===== config.mk =====
export PLATFORM = sky130hd
export DESIGN_NAME = gray_uart_packer
export DESIGN_NICKNAME = d
export VERILOG_FILES = /design/src/rtl/gray_uart_packer.sv
export SDC_FILE = /design/constraint.sdc
export NUM_CORES = 1
export LEC_CHECK = 0
export BUFFER_PORTS_ARGS = -buffer_cell sky130_fd_sc_hd__buf_2
export CORE_ASPECT_RATIO = 2
export CORE_MARGIN = 2
export CORE_UTILIZATION = 60
export CTS_CLUSTER_DIAMETER = 120
export DETAILED_ROUTE_END_ITERATION = 8
export PLACE_DENSITY = 0.82
export SLEW_MARGIN = 15
export SYNTH_ARGS = -nofsm -noshare
export SYNTH_HDL_FRONTEND = slang
export SYNTH_SLANG_ARGS = --single-unit

===== constraint.sdc =====
create_clock -name clk -period 5.6 [get_ports clk]
set_input_delay 0.84 -clock clk [delete_from_list [all_inputs] [get_ports clk]]
set_output_delay 0.84 -clock clk [all_outputs]
set_load 0.01 [all_outputs]

===== src/rtl/gray_uart_packer.sv =====
// Purpose: packs two 4-bit gray nibbles per byte, prefixes each frame with a 2-byte sync header, buffers in a FWFT byte FIFO.
// Latency: a byte pushed into an empty FIFO shows on tx_data/tx_valid the cycle after the push.
// Backpressure: tx_ready low fills the FIFO; when full, header/pad emission stalls and pix_ready drops in NIB1.
//
// Ports:
//   clk, rst            clock and synchronous active-high reset
//   frame_start         1-cycle pulse announcing a new frame
//   pix_valid/pix_ready pixel handshake; pix_data[7:4] carries the gray nibble
//   tx_data/tx_valid    FIFO head towards the UART; tx_ready pops it
//   fifo_level          bytes currently buffered (0..FIFO_DEPTH)
//   frame_drop          sticky flag: frame_start seen while a header was still pending
module gray_uart_packer #(
    parameter int         FIFO_DEPTH = 16,   // power of 2, >= 4
    parameter logic [7:0] HDR0       = 8'hA5,
    parameter logic [7:0] HDR1       = 8'h5A
) (
    input  logic                          clk,
    input  logic                          rst,
    input  logic                          frame_start,
    input  logic                          pix_valid,
    input  logic [11:0]                   pix_data,
    output logic                          pix_ready,
    output logic [7:0]                    tx_data,
    output logic                          tx_valid,
    input  logic                          tx_ready,
    output logic [$clog2(FIFO_DEPTH):0]   fifo_level,
    output logic                          frame_drop
);

    localparam int AW = $clog2(FIFO_DEPTH);
    localparam int LW = AW + 1;
    localparam logic [LW-1:0] FULL_LVL = LW'(FIFO_DEPTH);

    typedef enum logic [2:0] {
        S_IDLE,
        S_HDR0,
        S_HDR1,
        S_NIB0,
        S_NIB1,
        S_PAD
    } state_t;

    state_t         state;
    logic           frame_req;
    logic [3:0]     hold;
    logic [7:0]     mem [FIFO_DEPTH];
    logic [AW-1:0]  wr_ptr;
    logic [AW-1:0]  rd_ptr;

    logic           full;
    logic           empty;
    logic           accept;
    logic           push;
    logic [7:0]     push_dat;
    logic           pop;

    // Only the G nibble carries the gray value; the other channels are duplicates.
    logic           unused_pix_bits;
    assign unused_pix_bits = ^{pix_data[11:8], pix_data[3:0]};

    assign full     = (fifo_level == FULL_LVL);
    assign empty    = (fifo_level == '0);
    assign tx_valid = !empty;
    assign tx_data  = empty ? 8'h00 : mem[rd_ptr];
    assign pop      = tx_valid && tx_ready;
    assign accept   = pix_valid && pix_ready;

    always_comb begin
        pix_ready = 1'b0;
        case (state)
            S_IDLE:  pix_ready = 1'b1;
            S_NIB0:  pix_ready = !frame_req;
            S_NIB1:  pix_ready = !full && !frame_req;
            default: pix_ready = 1'b0;
        endcase
    end

    // Push decision uses the level at cycle start: a same-cycle pop never frees a slot.
    always_comb begin
        push     = 1'b0;
        push_dat = 8'h00;
        case (state)
            S_HDR0: begin
                push     = !full;
                push_dat = HDR0;
            end
            S_HDR1: begin
                push     = !full;
                push_dat = HDR1;
            end
            S_NIB1: begin
                push     = accept;
                push_dat = {hold, pix_data[7:4]};
            end
            S_PAD: begin
                push     = !full;
                push_dat = {hold, 4'h0};
            end
            default: begin
                push     = 1'b0;
                push_dat = 8'h00;
            end
        endcase
    end

    // Storage has no reset; tx_data is masked while empty so stale contents never leak.
    always_ff @(posedge clk) begin
        if (!rst && push) begin
            mem[wr_ptr] <= push_dat;
        end
    end

    always_ff @(posedge clk) begin
        if (rst) begin
            state      <= S_IDLE;
            frame_req  <= 1'b0;
            frame_drop <= 1'b0;
            hold       <= 4'h0;
            wr_ptr     <= '0;
            rd_ptr     <= '0;
            fifo_level <= '0;
        end else begin
            if (push) begin
                wr_ptr <= wr_ptr + AW'(1);
            end
            if (pop) begin
                rd_ptr <= rd_ptr + AW'(1);
            end
            case ({push, pop})
                2'b10:   fifo_level <= fifo_level + LW'(1);
                2'b01:   fifo_level <= fifo_level - LW'(1);
                default: fifo_level <= fifo_level;
            endcase

            // A second request while one is pending is merged into it and flagged.
            if (frame_start && frame_req) begin
                frame_drop <= 1'b1;
            end
            if (state == S_HDR0 && push) begin
                frame_req <= 1'b0;
            end else if (frame_start) begin
                frame_req <= 1'b1;
            end

            case (state)
                S_IDLE: begin
                    if (frame_req) state <= S_HDR0;
                end
                S_HDR0: begin
                    if (!full) state <= S_HDR1;
                end
                S_HDR1: begin
                    if (!full) state <= S_NIB0;
                end
                S_NIB0: begin
                    if (frame_req) begin
                        state <= S_HDR0;
                    end else if (accept) begin
                        hold  <= pix_data[7:4];
                        state <= S_NIB1;
                    end
                end
                S_NIB1: begin
                    // An odd pixel left in hold is flushed as a padded byte before the next header.
                    if (frame_req) begin
                        state <= S_PAD;
                    end else if (accept) begin
                        state <= S_NIB0;
                    end
                end
                S_PAD: begin
                    if (!full) state <= S_HDR0;
                end
                default: state <= S_IDLE;
            endcase
        end
    end

endmodule


After elaboration in Yosys (flattened, before gate mapping)
Memories as Yosys holds them, arrays and structs flattened. A register that Yosys moved wholly into a read port is not among the register bits.
Index checks and enable logic that the tools add are counted.
{"block": "totals", "register_bits": 22, "ram_bits": 128, "inputBits": 17, "out_inout_bits": 16, "wordCells": 62, "memories": 1}
{"block": "op_classes", "n_addsub": 4, "n_eq_ne": 14, "n_mux": 18, "bitwise_logic": 1, "reduce_logical": 17}
{"memory": "mem", "words": 16, "word_bits": 8, "read_ports": 1, "rd_ports_with_merged_regs": 1, "write_ports": 1, "line": "46", "text": "logic [7:0] mem [FIFO_DEPTH];"}
{"op": "$pmux W8 S4", "n": 1}
{"op": "$mux W3", "n": 8}
{"op": "$pmux W3 S6", "n": 1}
{"op": "$pmux W5 S2", "n": 1}
{"op": "$add A4 B1 Y4 const B", "n": 2}
{"op": "$mux W4", "n": 2}
{"op": "$mux W8", "n": 1}
{"op": "$ne A2 B2 Y1 const B", "n": 4}
{"op": "$eq A3 B2 Y1 const B", "n": 2}
{"op": "$eq A3 B3 Y1 const B", "n": 2}
{"op": "$logic_and A1 B1 Y1", "n": 6}
{"op": "$ne A3 B3 Y1 const B", "n": 2}
{"op": "$reduce_and A6 Y1", "n": 1}
{"op": "$add A5 B1 Y5 const B", "n": 1}
{"op": "$eq A5 B5 Y1 const B", "n": 1}
{"op": "$logic_not A5 Y1", "n": 1}
{"op": "$sub A5 B1 Y5 const B", "n": 1}
{"op": "$logic_not A1 Y1", "n": 4}
{"op": "$eq A3 B1 Y1 const B", "n": 1}
{"op": "$logic_not A3 Y1", "n": 1}
{"op": "$pmux W1 S3", "n": 1}
{"op": "$reduce_and A3 Y1", "n": 1}
{"op": "$reduce_or A3 Y1", "n": 1}
{"op": "$eq A2 B1 Y1 const B", "n": 1}
{"op": "other kinds (6)", "n": 7}

Depth between registers and ports, before layout
Gate-level depths: netlist (run 1).
{"block": "logic_depth", "depth_word": 9, "depth_mapped": 11, "mapped_depth_nobuf": 9}

Worst setup path before layout (run 1)
No wires, ideal clock.
{"block": "synth_timing", "path_kind": "input -> register", "startpoint": "in pix_valid", "endpoint": "reg fifo_level[4]", "setup_time_ps": 71, "t_arrival_ps": 2818, "t_required_ps": 5529, "slack_ps": 2711, "stages": 10, "n_path_buf": 1, "path_cell_list": "nor4bb_1 > o32a_1 > buf_6 > inv_1 > ha_1 > fa_1 > nand3_1 > a21oi_1 > or4_1 > a21oi_1"}
{"block": "synth_via", "elab_chain_len": 4, "elab_cells_between_ends": 6, "classes_between": "2 x eq/ne; 2 x mux; 2 x reduce/logical"}
{"item": "start, declared", "line": "20", "text": "input logic pix_valid,"}
{"item": "$logic_and A1 B1 Y1 (*)", "line": "66", "text": "assign accept = pix_valid && pix_ready;"}
{"item": "$pmux W1 S2 (*)", "line": "82", "text": "case (state)"}
{"item": "$eq A2 B1 Y1 / $eq A2 B2 Y1 (equally long branches)", "line": "129", "text": "case ({push, pop})"}
{"item": "$pmux W5 S2 / $reduce_bool A2 Y1 (equally long branches)"}
{"item": "end signal, assigned", "line": "130", "text": "2'b10: fifo_level <= fifo_level + LW'(1);"}
{"item": "end signal, assigned", "line": "131", "text": "2'b01: fifo_level <= fifo_level - LW'(1);"}
{"item": "end signal, assigned", "line": "132", "text": "default: fifo_level <= fifo_level;"}
{"item": "end, declared", "line": "26", "text": "output logic [$clog2(FIFO_DEPTH):0] fifo_level,"}
Mark *: on every way between the ends. The rest lies on a longest branch, timed or not.
A chain may end at the register's enable or synchronous reset.

==> metrics.md, run 1 <==
| Metric | Value |
|---|---|
| Status | `completed` |
| Seq/Total Area, Yosys | `0.6846` |
| Reg-to-Reg End | `fifo_level[4]` |
| Hold Crit Class | `reg -> reg` |
| Min Hold Slack | `0.4755 ns` |
| Fmax | `274.2 MHz` |
| CP Class | `reg -> out` |
| WL/cell | `22.30 µm` |
| Post-synth cell types | `46` |
| Layout cells sized above 1 | `0.2372` |
| Vias in the first global route | `3554` |
| Largest net degree at the start of global routing | `33` |
| Post-CTS sizing | `0` |
| Pre-antenna DRT Iters | `4` |
| Routability cong. | `around 0.86` |
| Initial antenna violation count | `0` |
| Number of synthesized register bits | `~150` |
| Mux cell area share after synthesis | `0.1384` |
| Die area | `0.01152 mm²` |
| N_diodes | `0` |
| Number of fill cells | `665` |
| CTS Buf Count | `17` |
| Syn Nets | `422` |
| Worst R2R Start | `state[1]` |
| Tot GR Track Use | `0.2363` |
| R2R Setup Slk | `2.16 ns` |
| Crit-path max FO | `32` |
| P_leak | `around 0.0024 µW` |
| Max-Slew Margin vs Limit | `0.3572` |
| Final setup viols | `0` |
| CTS tree | `done` |
| Area of the multi-input gates | `0.001891 mm²` |
| Clock Latency Late Sink | `0.42 ns` |
| Largest family of logic cells by synthesized area | `multiplexers` |
| Vias | `3463` |
| Area grow syn2layout | `13.92%` |
| Post-CTS Setup Bufs | `0` |
| Final hold vios | `0` |
| Post-detail-place hpwl | `a little over 8000 µm` |
| Crit start category | `flop` |
| Fin worst setup slack | `1.953 ns` |
| Syn_area_per_cell | `between 15 and 20 µm²` |
| Power per cell area | `between 500 and 600 mW/mm²` |
| Clk sinks | `roughly 150` |
| Setup_tns | `0 ns` |
| Asr flop ratio synth | `0` |
| CTS H-tree depth | `4` |
| Simple-gate share of the synthesized area | `0.06889` |
| Hold Buf Count CTS | `0` |
| Worst Path Arrival | `2.81 ns` |
| Fin. max-slew vios | `0` |
| Boundary pin count | `33` |
| Row count | `53` |
| Reg clk slew, reported paths | `around 0.06 ns` |
| Ys flop type | `edfxtp_1` |
| RSZ-0062 raised after global routing | `no` |
| Clk_skew | `0.005701 ns` |
| Tightest Pin Transition | `approximately 0.96 ns` |
| Post-Synth XOR/XNOR Area | `0.008243` |
| Crit share post-route | `0.6513` |
| Final WL | `12640 µm` |
| Clk root buf | `clkbuf_16` |
| Maximum VDD drop | `354.8 µV` |
| Max-cap violations | `0` |
| Nets | `444` |
| Die span in y | `~150 µm` |
| Post-Synth Adder-Cell Area | `0.02080` |
| Iter 0 DRT Violations | `338` |
| Core Footprint | `0.01041 mm²` |
| Post-DR vias/cell | `6.108` |
| Clk buf depth | `2` |
| First-pass GRT wire length | `19580 µm` |
| Layout Cells excl Fill | `roughly 570` |
| Register area | `0.004365 mm²` |
| Post-synth EDFFs | `128` |
| Ys Warns | `0` |
| Synth Area in Compound Gates | `0.05496` |
| Die Wd | `76.89 µm` |
| GR Overflow Total | `0` |
| Post-route ant nets | `0` |
| I/O Buffers | `24` |
| Cells after synthesis | `395` |
| DP Worst Slack | `2.194 ns` |
| Initial Util | `0.6123` |
| R2R depth | `9` |
| Post-route minimum period | `3.647 ns` |
| Commonest non-fill, non-tap cells in the layout | `edfxtp_1 (128), nor2_1 (36), mux4_2 (32), dfxtp_1 (25), buf_2 (24)` |
| Drc violations | `0` |
| Commonest non-fill, non-tap cell in the layout | `edfxtp_1` |
| Critical path capture point type | `output pin` |
| Cell Area, Synth | `0.006375 mm²` |
| Placed Cells incl. Taps | `535` |
| CP Capture Point | `tx_data[4]` |
| Crit path required time | `4.76 ns` |
metal layers:
metal | track usage | vias to the layer above | share of wire
met5 | 0 | - | 0
met4 | 0.1391 | 0 | 0.055
met3 | 0.04644 | 37 | 0.045
met2 | 0.4272 | 121 | 0.55
met1 | 0.2529 | 1725 | 0.35
li1 | - | 1580 | -
cell type report:
cell class,count,area share
inverter,10,0.005169
multi-input combinational,206,0.2603
sequential,154,0.6011
timing repair buffer,28,0.02068
tap,137,0.02360
clock buffer,17,0.05858
clock inverter,15,0.03050
worst max-delay path: stages (launching register included):
cell,delay [ns]
dfxtp_2,0.96
mux4_2,0.61
nor2b_1,0.18
a211oi_1,0.34
a211oi_1,0.09
buf_2,0.18
stage by stage:
step	cell area [µm²]	power [µW]	util
6_report	7262	3635	0.6975
4_1_cts	7238	3636	0.6952
3_5_place_dp	6591	2392	0.6331
5_1_grt	7262	3781	0.6975
3_3_place_gp	6581	2348	0.6321
2_1_floorplan	6375	2113	-
kinds of logic (layout without fill, tap and decap cells):
kind of cell,Yosys count,count (layout)
flops,154,154
compound gates,53,53
fa+ha+maj,10,10
simple gates,89,89
mux,48,48
xor+xnor,6,6
buf+inv,35,70
worst min path at each step:
stage | from | end | cells past startpoint
6_report | frame_drop | frame_drop | 2
2_1_floorplan | hold[1] | hold[1] | 2
5_1_grt | frame_drop | frame_drop | 2
4_1_cts | frame_drop | frame_drop | 2
3_5_place_dp | frame_drop | frame_drop | 2
3_3_place_gp | frame_drop | frame_drop | 2
flip-flops by register name, summed over array words and instances, names as in the netlist, named ones only:
register,count
state,3
fifo_level,5
frame_drop,1
mem,128
hold,4
rd_ptr,4
frame_req,1
wr_ptr,4
cell usage after synthesis, types with 2 or more instances:
master,count,area share
nor3_1,4,0.0031
inv_1,10,0.0059
clkbuf_1,12,0.0071
nor4bb_1,2,0.0031
a211oi_1,17,0.020
nand2b_1,4,0.0039
dfxtp_1,26,0.082
mux4_2,32,0.11
nor2_1,36,0.021
nand3_1,2,0.0016
a21o_1,4,0.0047
buf_2,8,0.0063
ha_1,9,0.018
o21ai_0,2,0.0016
buf_1,2,0.0012
a21oi_1,18,0.014
nor2b_1,13,0.013
mux2i_1,15,0.024
nand2_1,15,0.0088
o22ai_1,2,0.0020
edfxtp_1,128,0.60
xor2_1,4,0.0055
o211ai_1,2,0.0024
nor4_1,2,0.0020
or4_1,2,0.0024
and3_1,2,0.0020
xnor2_1,2,0.0027
nand3b_1,2,0.0024
power by group:
group | leakage [µW] | total (µW) | switching (µW) | internal (µW)
combinational | 0.000723 | 877 | 554 | 323
sequential | 0.00139 | 1510 | 91.3 | 1420
clock | 0.000308 | 1250 | 456 | 792
No activity file was read; power rests on OpenSTA's default activity.
==> run 2, diff against run 1 <==
--- a/config.mk
+++ b/config.mk
@@ -8,10 +8,10 @@
 export BUFFER_PORTS_ARGS = -buffer_cell sky130_fd_sc_hd__buf_2
 export CORE_ASPECT_RATIO = 2
 export CORE_MARGIN = 2
-export CORE_UTILIZATION = 60
+export CORE_UTILIZATION = 55
 export CTS_CLUSTER_DIAMETER = 120
 export DETAILED_ROUTE_END_ITERATION = 8
-export PLACE_DENSITY = 0.82
+export PLACE_DENSITY = 0.8
 export SLEW_MARGIN = 15
 export SYNTH_ARGS = -nofsm -noshare
 export SYNTH_HDL_FRONTEND = slang
==> constraint.sdc (replaced) <==
create_clock -name clk -period 3.15 [get_ports clk]
set_input_delay 0.4725 -clock clk [delete_from_list [all_inputs] [get_ports clk]]
set_output_delay 0.4725 -clock clk [all_outputs]
set_load 0.01 [all_outputs]
==> run 2 against run 1 <==
  * Sequential share of layout area down 0.57 points
  * Clock-buffer cell count is 2 higher
  * Sequential cell count stayed put
  * Setup slack worse by 1.7 ns
  * Final cell count rose by 4.6%
  * Combinational power rose by 84%
==> metrics.md, run 2 (same netlist as run 1, synthesis figures left out) <==
| Metric | Value |
|---|---|
| Status | `completed (unchanged)` |
| Fin area | `0.007332 mm² (was 0.007262 mm²)` |
| Fmax | `approximately 340 MHz` |
| Routability cong. | `0.8517 (was 0.8550)` |
| Clock Latency Late Sink | `0.42 ns (about the same)` |
| Pre-antenna DRT Iters | `4 (unchanged)` |
| Layout Cells excl Fill | `593 (was 567)` |
| Most flop-heavy register | `mem (unchanged)` |
| Biggest regs | `mem: 128 flops, fifo_level: 5 flops (unchanged)` |
| Final core occ | `0.6497 (was 0.6975)` |
| RSZ-0062 raised after global routing | `no (unchanged)` |
| Share of power burned in registers | `0.425 (was 0.416)` |
| R2R depth | `9 (unchanged)` |
| Clk_skew | `0.009845 ns (was 0.005701 ns)` |
| Commonest non-fill, non-tap cell in the layout | `edfxtp_1 (unchanged)` |
| Final setup viols | `0 (unchanged)` |
| Post-DR vias/cell | `5.944 (was 6.108)` |
| CTS tree | `done (unchanged)` |
| Post-route ant nets | `0 (unchanged)` |
| Clk root buf | `clkbuf_16 (unchanged)` |
| Die Wd | `80.13 µm (was 76.89 µm)` |
| Psw | `1928 µW (was 1101 µW)` |
| Largest net degree at the start of global routing | `33 (unchanged)` |
| N_diodes | `0 (unchanged)` |
| Crit start category | `flop (unchanged)` |
| Crit-path max FO | `18 (was 32)` |
| First-pass GRT wire length | `20140 µm (was 19580 µm)` |
| Tot GR Track Use | `0.2228 (was 0.2363)` |
| Largest register FFs | `128 (unchanged)` |
| Power per cell area | `850.2 mW/mm² (was 500.6 mW/mm²)` |
| Comb pwr share | `0.259 (was 0.241)` |
| Maximum VDD drop | `620.4 µV (was 354.8 µV)` |
| Clk sinks | `154 (unchanged)` |
| Hold Buf Count CTS | `0 (unchanged)` |
| Iter 0 DRT Violations | `303 (was 338)` |
| Boundary pin count | `33 (unchanged)` |
| Post-CTS Setup Bufs | `0 (unchanged)` |
| Hold Crit Class | `in -> reg (was reg -> reg)` |
| Row count | `55 (was 53)` |
| Placed Cells incl. Taps | `561 (was 535)` |
| Final hold vios | `0 (unchanged)` |
| Commonest non-fill, non-tap cells in the layout | `edfxtp_1 (128), nor2_1 (36), mux4_2 (32), dfxtp_1 (25), buf_4 (25) (was edfxtp_1 (128), nor2_1 (36), mux4_2 (32), dfxtp_1 (25), buf_2 (24))` |
| CTS Buf Count | `17 (unchanged)` |
| Number of fill cells | `809 (was 665)` |
| Pint | `4306 µW (was 2534 µW)` |
| Min Hold Slack | `0.3112 ns (was 0.4755 ns)` |
| Max-Slew Margin vs Limit | `0.4829 (was 0.3572)` |
| Initial antenna violation count | `0 (unchanged)` |
| Worst R2R Start | `fifo_level[3] (was state[1])` |
| Clk buf depth | `2 (unchanged)` |
| Clock share of power | `0.316 (was 0.343)` |
| Fin. max-slew vios | `0 (unchanged)` |
| Nets | `465 (was 444)` |
| R2R Setup Slk | `0.30 ns (was 2.16 ns)` |
| Die area | `0.01252 mm² (was 0.01152 mm²)` |
| Vias | `3525 (was 3463)` |
| I/O Buffers | `24 (unchanged)` |
| Area grow syn2layout | `15.01% (was 13.92%)` |
| Die span in y | `156.3 µm (was 149.8 µm)` |
| Post-detail-place hpwl | `8365 µm (was 8270 µm)` |
| Vias in the first global route | `3659 (was 3554)` |
| Final WL | `12780 µm (was 12640 µm)` |
| GR Overflow Total | `0 (unchanged)` |
| Hold worst-path end | `frame_drop (unchanged)` |
| Post-CTS sizing | `0 (unchanged)` |
| WL/cell | `21.56 µm (was 22.30 µm)` |
| CTS H-tree depth | `4 (unchanged)` |
| Layout cells sized above 1 | `0.2572 (was 0.2372)` |
| Initial Util | `0.5649 (was 0.6123)` |
| Core Footprint | `0.01129 mm² (was 0.01041 mm²)` |
| Worst Path Arrival | `2.45 ns (was 2.81 ns)` |
| Tightest Pin Transition | `0.7729 ns (was 0.9643 ns)` |
| Setup_tns | `0 ns (unchanged)` |
| Hold Path Stages | `3 (was 2)` |
| P_leak | `0.002506 µW (was 0.002421 µW)` |
| Post-route minimum period | `2.922 ns` |
| Reg clk slew, reported paths | `0.06 ns (about the same)` |
| CP Class | `reg -> out (unchanged)` |
| Reg-to-Reg End | `fifo_level[4] (unchanged)` |
| Post-placement cell area | `0.006745 mm² (was 0.006591 mm²)` |
| Hold_sp | `frame_start (was frame_drop)` |
| Critical path capture point type | `output pin (unchanged)` |
| Drc violations | `0 (unchanged)` |
| Crit path required time | `2.68 ns (was 4.76 ns)` |
| Max-cap violations | `0 (unchanged)` |
| Switching Fraction | `0.3093 (was 0.3029)` |
| Crit share post-route | `0.9278` |
run 2: cell types whose count changed in the layout (fill, tap and decap cells not counted), sizes merged:
cell,delta
inv,+1
bufinv,-4
clkinvlp,-2
clkbuf,+2
buf,+21
clkinv,+3
run 2: routing by layer:
metal  up-vias  GRT usage  wire [µm]  share of wire
li1       1617          -          -              -
met4         0     0.1049        386          0.030
met5         -          0          0              0
met2       103     0.3996       7230           0.57
met1      1781     0.2483       4730           0.37
met3        24    0.04383        435          0.034
run 2: how the worst max path moves through the flow:
stage	startpoint	end	slack [ns]
final	flop	tx_data[0]	0.23
after global routing	state[1]	fifo_level[4]	0.06
after CTS	flop	tx_data[0]	0.18
after detailed placement	fifo_level[0]	fifo_level[4]	0.29
after global placement	fifo_level[2]	fifo_level[4]	0.36
after floorplan	fifo_level[2]	fifo_level[4]	0.36
run 2: final cells by class:
class	instances	area (µm²)	area share
clock buffers	19	452.9	0.06177
clock inverters	13	133.9	0.01826
inverters	10	37.54	0.005119
multi-input cells	206	1857	0.2532
flip-flops and latches	154	4365	0.5954
well taps	142	177.7	0.02423
repair buffers	49	307.8	0.04198
run 2: worst max-delay path: stages, from the launching register on:
cell,delay (ns)
dfxtp_2,0.56
buf_4,0.36
mux4_2,0.56
a211oi_1,0.28
a211oi_1,0.09
buf_2,0.18
run 2: metrics by stage:
step                setup WS, ns  total power [µW]
CTS                       0.1818              6266
global placement          0.3621              4225
global route             0.05555              6499
floorplan                 0.3593              3757
finish                    0.2276              6234
detailed placement        0.2888              4300
run 2: power groups by stage:
| stage | sequential [µW] | combinational [µW] | clock, µW |
|---|---|---|---|
| 2_1_floorplan | 2630 | 1130 | 0 |
| 3_3_place_gp | 2680 | 1550 | 0 |
| 3_5_place_dp | 2690 | 1610 | 0 |
| 4_1_cts | 2650 | 1620 | 1990 |
| 5_1_grt | 2670 | 1770 | 2070 |
| 6_report | 2650 | 1610 | 1970 |
